File: config.mk
export PLATFORM = sky130hd
export DESIGN_NAME = alu_pipe
export DESIGN_NICKNAME = d
export VERILOG_FILES = /design/src/rtl/alu_pipe.sv
export SDC_FILE = /design/constraint.sdc
export NUM_CORES = 1
export LEC_CHECK = 0
export ABC_CLOCK_PERIOD_IN_PS = 4300
export CAP_MARGIN = 20
export CORE_ASPECT_RATIO = 0.5
export CORE_MARGIN = 4
export CORE_UTILIZATION = 47
export CTS_BUF_LIST = sky130_fd_sc_hd__clkbuf_8
export DETAILED_ROUTE_END_ITERATION = 10
export PLACE_DENSITY_LB_ADDON = 0.2
export SLEW_MARGIN = 15
export SYNTH_ARGS = -nofsm -noshare
export SYNTH_HDL_FRONTEND = slang
export SYNTH_SLANG_ARGS = --single-unit
File: constraint.sdc
create_clock -name clk -period 4.3 [get_ports clk]
set_input_delay 0.43 -clock clk [delete_from_list [all_inputs] [get_ports clk]]
set_output_delay 0.43 -clock clk [all_outputs]
set_load 0.02 [all_outputs]
File: src/rtl/alu_pipe.sv
// alu_pipe: handshaked eight-operation ALU with an iterative shift-add multiply
// and a single output holding register that absorbs downstream back-pressure.
module alu_pipe #(
  parameter int DATA_W = 16,
  parameter int IMM_W  = 5
) (
  input  logic              clk,
  input  logic              rst,
  input  logic              in_valid,
  output logic              in_ready,
  input  logic [2:0]        opcode,
  input  logic [DATA_W-1:0] rs_data,
  input  logic [DATA_W-1:0] rt_data,
  input  logic [IMM_W-1:0]  immediate,
  output logic              out_valid,
  input  logic              out_ready,
  output logic [DATA_W-1:0] alu_out,
  output logic              out_zero,
  output logic              out_ovf
);
  localparam int CNT_W = $clog2(DATA_W + 1);

  localparam logic [2:0] OP_ADD = 3'd0;
  localparam logic [2:0] OP_SUB = 3'd1;
  localparam logic [2:0] OP_AND = 3'd2;
  localparam logic [2:0] OP_OR  = 3'd3;
  localparam logic [2:0] OP_NOT = 3'd4;
  localparam logic [2:0] OP_SLL = 3'd5;
  localparam logic [2:0] OP_SRL = 3'd6;
  localparam logic [2:0] OP_MUL = 3'd7;

  typedef enum logic [0:0] {IDLE = 1'b0, MUL = 1'b1} state_t;

  state_t              state_r, state_next_s;
  logic [CNT_W-1:0]    cnt_r, cnt_next_s;
  logic [2*DATA_W-1:0] acc_r, acc_next_s;
  logic [2*DATA_W-1:0] mcand_r, mcand_next_s;
  logic [DATA_W-1:0]   mplier_r, mplier_next_s;
  logic [2*DATA_W-1:0] acc_step_s;

  logic                out_valid_r, out_zero_r, out_ovf_r;
  logic [DATA_W-1:0]   alu_out_r;

  logic                accept_s, load_s, ovf_s, op_ovf_s, shift_big_s;
  logic [DATA_W-1:0]   res_s, op_res_s, sum_s, diff_s;

  assign in_ready  = (state_r == IDLE) && (!out_valid_r || out_ready);
  assign accept_s  = in_valid && in_ready;
  assign out_valid = out_valid_r;
  assign alu_out   = alu_out_r;
  assign out_zero  = out_zero_r;
  assign out_ovf   = out_ovf_r;

  // Single-cycle datapath for every non-MUL opcode.
  always_comb begin
    sum_s       = rs_data + rt_data;
    diff_s      = rs_data - rt_data;
    shift_big_s = (32'(immediate) >= 32'(DATA_W));
    op_res_s    = '0;
    op_ovf_s    = 1'b0;
    case (opcode)
      OP_ADD: begin
        op_res_s = sum_s;
        op_ovf_s = (rs_data[DATA_W-1] == rt_data[DATA_W-1]) &&
                   (sum_s[DATA_W-1] != rs_data[DATA_W-1]);
      end
      OP_SUB: begin
        op_res_s = diff_s;
        op_ovf_s = (rs_data[DATA_W-1] != rt_data[DATA_W-1]) &&
                   (diff_s[DATA_W-1] != rs_data[DATA_W-1]);
      end
      OP_AND: op_res_s = rs_data & rt_data;
      OP_OR:  op_res_s = rs_data | rt_data;
      OP_NOT: op_res_s = ~rs_data;
      OP_SLL: op_res_s = shift_big_s ? '0 : (rs_data << immediate);
      OP_SRL: op_res_s = shift_big_s ? '0 : (rs_data >> immediate);
      default: op_res_s = '0;
    endcase
  end

  // One shift-add step: add the multiplicand when the multiplier LSB is set.
  always_comb begin
    if (mplier_r[0]) begin
      acc_step_s = acc_r + mcand_r;
    end else begin
      acc_step_s = acc_r;
    end
  end

  // Next-state logic and output-register load control.
  always_comb begin
    state_next_s  = state_r;
    cnt_next_s    = cnt_r;
    acc_next_s    = acc_r;
    mcand_next_s  = mcand_r;
    mplier_next_s = mplier_r;
    load_s        = 1'b0;
    res_s         = op_res_s;
    ovf_s         = op_ovf_s;
    case (state_r)
      IDLE: begin
        if (accept_s && (opcode == OP_MUL)) begin
          state_next_s  = MUL;
          cnt_next_s    = CNT_W'(DATA_W);
          acc_next_s    = '0;
          mcand_next_s  = {{DATA_W{1'b0}}, rs_data};
          mplier_next_s = rt_data;
        end else begin
          load_s = accept_s;
        end
      end
      MUL: begin
        acc_next_s    = acc_step_s;
        mcand_next_s  = mcand_r << 1;
        mplier_next_s = mplier_r >> 1;
        cnt_next_s    = cnt_r - CNT_W'(1);
        // Last iteration: the final accumulator goes straight to the output slot.
        if (cnt_r == CNT_W'(1)) begin
          state_next_s = IDLE;
          load_s       = 1'b1;
          res_s        = acc_step_s[DATA_W-1:0];
          ovf_s        = |acc_step_s[2*DATA_W-1:DATA_W];
        end else begin
          state_next_s = MUL;
        end
      end
      default: state_next_s = IDLE;
    endcase
  end

  // FSM and multiplier datapath registers.
  always_ff @(posedge clk or posedge rst) begin
    if (rst) begin
      state_r  <= IDLE;
      cnt_r    <= '0;
      acc_r    <= '0;
      mcand_r  <= '0;
      mplier_r <= '0;
    end else begin
      state_r  <= state_next_s;
      cnt_r    <= cnt_next_s;
      acc_r    <= acc_next_s;
      mcand_r  <= mcand_next_s;
      mplier_r <= mplier_next_s;
    end
  end

  // Output holding register; a same-edge load wins over consumption.
  always_ff @(posedge clk or posedge rst) begin
    if (rst) begin
      out_valid_r <= 1'b0;
      alu_out_r   <= '0;
      out_zero_r  <= 1'b0;
      out_ovf_r   <= 1'b0;
    end else if (load_s) begin
      out_valid_r <= 1'b1;
      alu_out_r   <= res_s;
      out_zero_r  <= (res_s == '0);
      out_ovf_r   <= ovf_s;
    end else if (out_ready) begin
      out_valid_r <= 1'b0;
    end
  end

endmodule

==> summary.txt <==
Outcome
  – Outcome: complete, no violations

Setup path
  – CP bufs+invs: 0
  – R2R Setup Slk: 380 ps
  – Reg2reg start: acc_r[0]
  – Crit path kind: reg -> reg
  – WP data required: 4600 ps
  – Worst Reg-to-Reg Cells: 12
  – Endpoint class of the critical path: register
  – Slowest stage cell, crit path: or4_1
  – CP Data Arrival Time: 4210 ps
  – R2r endpoint: out_ovf
  – Crit-path max cell delay: 550 ps
  – Critical-path cell list: ha_1 > fa_1 > a21o_1 > a221oi_2 > o211a_1 > nand2_1 > a211oi_2 > xor2_1 > o21ai_0 > or4_1 > nor4_1 > a21oi_1
  – Crit-path leading delay family: compound AO/OA/AOI/OAI gates
  – Crit-path max FO: 5
  – Critical Path Source Type: register

Yosys
  – Top-count cell post-synth: nand2_1
  – Area contributors post-synth: dfrtp_1 (25%), ha_1 (10%), nand2_1 (7.4%)
  – Post-Synth XOR/XNOR Area: 3.37%
  – Compound-Gate Fraction of Synth Area: 24.6%
  – Synthesized Nets: 1440
  – Post-Syn Area: 10400 µm²
  – Adder-cell share of the synthesized area: 10.6%
  – Fraction of registers with async set/reset: 100%
  – Area leader, netlist: dfrtp_1
  – Cell count after synthesis: 1310
  – Register bit total from synthesis: 105
  – Post-Synth Simple-Gate Area: 20.3%
  – Number of synthesized flops with an enable pin: 0
  – Top cells by count, synth: nand2_1 (204), o21ai_0 (107), dfrtp_1 (105), nor2_1 (105), ha_1 (83)
  – Warnings, synthesis: 0
  – Fraction of synthesized cell area taken by the top area cell type: 25.3%
  – Top FF cell, synth: dfrtp_1
  – Multiplexer share of the synthesized area: 9.87%
  – Combinational family with the most area after synthesis: compound AO/OA/AOI/OAI gates
  – Distinct cell type count after synthesis: 92
  – Avg Cell Area, Syn: 7.93 µm²
  – Register area share after synthesis: 25.3%

Pwr
  – Peak supply drop: 0.314 mV
  – Leakage: 5.59 nW
  – Pwr per Cell Area: 473 nW/µm²

Layout
  – Fillers: 2020
  – FF+latch area: 2630 µm²
  – Antenna diodes: 0
  – Share of cells above drive strength 1: 10.9%
  – Area Growth Syn to Fin: 15.8%
  – Final Cell Area: 12000 µm²
  – Nets: 1527
  – Multi-input logic area: 7160 µm²

Placement
  – Area post-placement: 11800 µm²
  – Dpl hpwl: 30.4 mm
  – Routability cong.: 1.05
  – PortBufs: 63

Die
  – IO Count: 64
  – Row Count: 38
  – Core area: 21700 µm²
  – Die X: 218 µm
  – Die height: 113 µm
  – Starting Density: 47.9%
  – Die ar.: 24700 µm²

Detailed routing
  – 1st-pass router iterations: 6
  – Final ANT Viol Nets: 0
  – Avg WL per Cell: 22.9 µm
  – Routed WL: 39.0 mm
  – # DRC: 0
  – Via density: 6.23
  – Vias: 10600
  – First DRT Iteration DRCs: 1120

CTS
  – Cts bufs inserted: 9
  – H-tree levels: 3
  – Worst skew pair latency: 410 ps
  – Buffer depth of the longest clock path: 2
  – Post-CTS Setup Bufs: 0
  – # clock sinks: 105
  – CTS resizes: 0
  – Post-CTS Hold Buffers: 0
  – CTS Root Cell: clkbuf_8
  – Clk slew on worst S/H paths: 110 ps
  – CTS tree: yes

Timing
  – Rel. slew slack: 48.5%
  – Tmin final: 3920 ps
  – TNS Setup: 0 ps
  – RSZ-0062 raised after global routing: false
  – Fin Hold WS: 487 ps
  – Final Cycle Share: 91.1%
  – Fin. max-slew vios: 0
  – Slew @ Worst Pin: 773 ps
  – Clk_skew: 12.3 ps
  – Final setup vio count: 0
  – Max Freq: 255 MHz
  – Hold Violations, Final: 0

Global route
  – Vias in the first global route: 10200
  – GRT Util Overall: 31.5%
  – Total grt overflow: 0
  – First-pass GRT wire length: 60.0 mm
  – Initial antenna violation count: 1
  – Largest net degree at the start of global routing: 60

Job
  – Max-cap viol count: 0

Hold path
  – Worst hold path class: in -> async
cell usage in the layout (no fill, tap or decap), types with 6 or more instances in the layout:
| cell type | instances |
|---|---|
| a211o_1 | 7 |
| nand2_1 | 204 |
| a22oi_1 | 9 |
| mux4_2 | 7 |
| o21a_1 | 9 |
| xor2_1 | 17 |
| o22ai_1 | 18 |
| o31ai_1 | 6 |
| o211ai_1 | 15 |
| xnor2_1 | 23 |
| a211oi_1 | 26 |
| nor2b_1 | 16 |
| clkdlybuf4s50_1 | 62 |
| mux2_2 | 9 |
| clkbuf_8 | 9 |
| a21o_1 | 25 |
| nand2b_1 | 8 |
| nor3_1 | 33 |
| mux2i_1 | 59 |
| ha_1 | 83 |
| dfrtp_1 | 104 |
| nor2_1 | 105 |
| nand3_1 | 24 |
| o311ai_0 | 7 |
| a31oi_1 | 14 |
| nand4_1 | 12 |
| nor4_1 | 9 |
| o21ai_0 | 107 |
| a21oi_1 | 75 |
| buf_4 | 88 |
| inv_1 | 61 |
cell type report:
class	count	share of cell area, %
clock buffers	9	1.03
flip-flops and latches	105	21.9
well taps	300	3.12
clock inverters	7	0.967
multi-input cells	1060	59.5
repair buffers	156	11.5
inverters	65	2.05
power breakdown:
part           switching [mW]  internal, mW  leakage [nW]
clock                   0.403         0.345         0.121
sequential              0.321          1.37          1.38
combinational            2.01          1.24          4.09
total                    2.74          2.96          5.59
per-stage QoR:
step | cells | util [%] | total power [mW] | setup WS (ps)
global route | 1702 | 55.5 | 6.12 | 167
global placement | 1686 | 54.4 | 4.81 | 165
detailed placement | 1686 | 54.4 | 4.88 | 205
floorplan | 1310 | - | 3.81 | 927
CTS | 1702 | 55.5 | 5.65 | 208
finish | 1702 | 55.5 | 5.69 | 383
kinds of logic (layout without fill, tap and decap cells):
group | after synthesis | count (layout)
fa+ha+maj | 86 | 86
compound gates | 389 | 389
simple gates | 461 | 461
xor+xnor | 40 | 40
mux | 84 | 84
buf+inv | 145 | 237
flops | 105 | 105
state kept, by name (all words and copies together), names as in the netlist:
name,flops
out_valid,1
out_ovf,1
mcand_r,32
mplier_r,16
alu_out,16
out_zero,1
cnt_r,5
state_r,1
acc_r,32
metal layers:
metal | part of all wire [%] | track usage (%) | vias up
met5 | 0.033 | 0 | -
met4 | 2.4 | 8.25 | 2
met3 | 7.7 | 7.51 | 62
met2 | 44 | 48.3 | 426
met1 | 46 | 44.9 | 5176
li1 | - | - | 4931
worst max path at each step:
stage | depth (start not counted) | slack (ps) | startpoint | to
after CTS | 12 | 210 | acc_r[0] | out_ovf
after global placement | 14 | 160 | rs_data[1] | out_ovf
after detailed placement | 13 | 200 | rt_data[6] | out_zero
after global routing | 12 | 170 | acc_r[0] | out_ovf
after floorplan | 12 | 930 | acc_r[0] | out_ovf
final | 12 | 380 | acc_r[0] | out_ovf
Note: power is estimated with default switching activity, not from simulation.
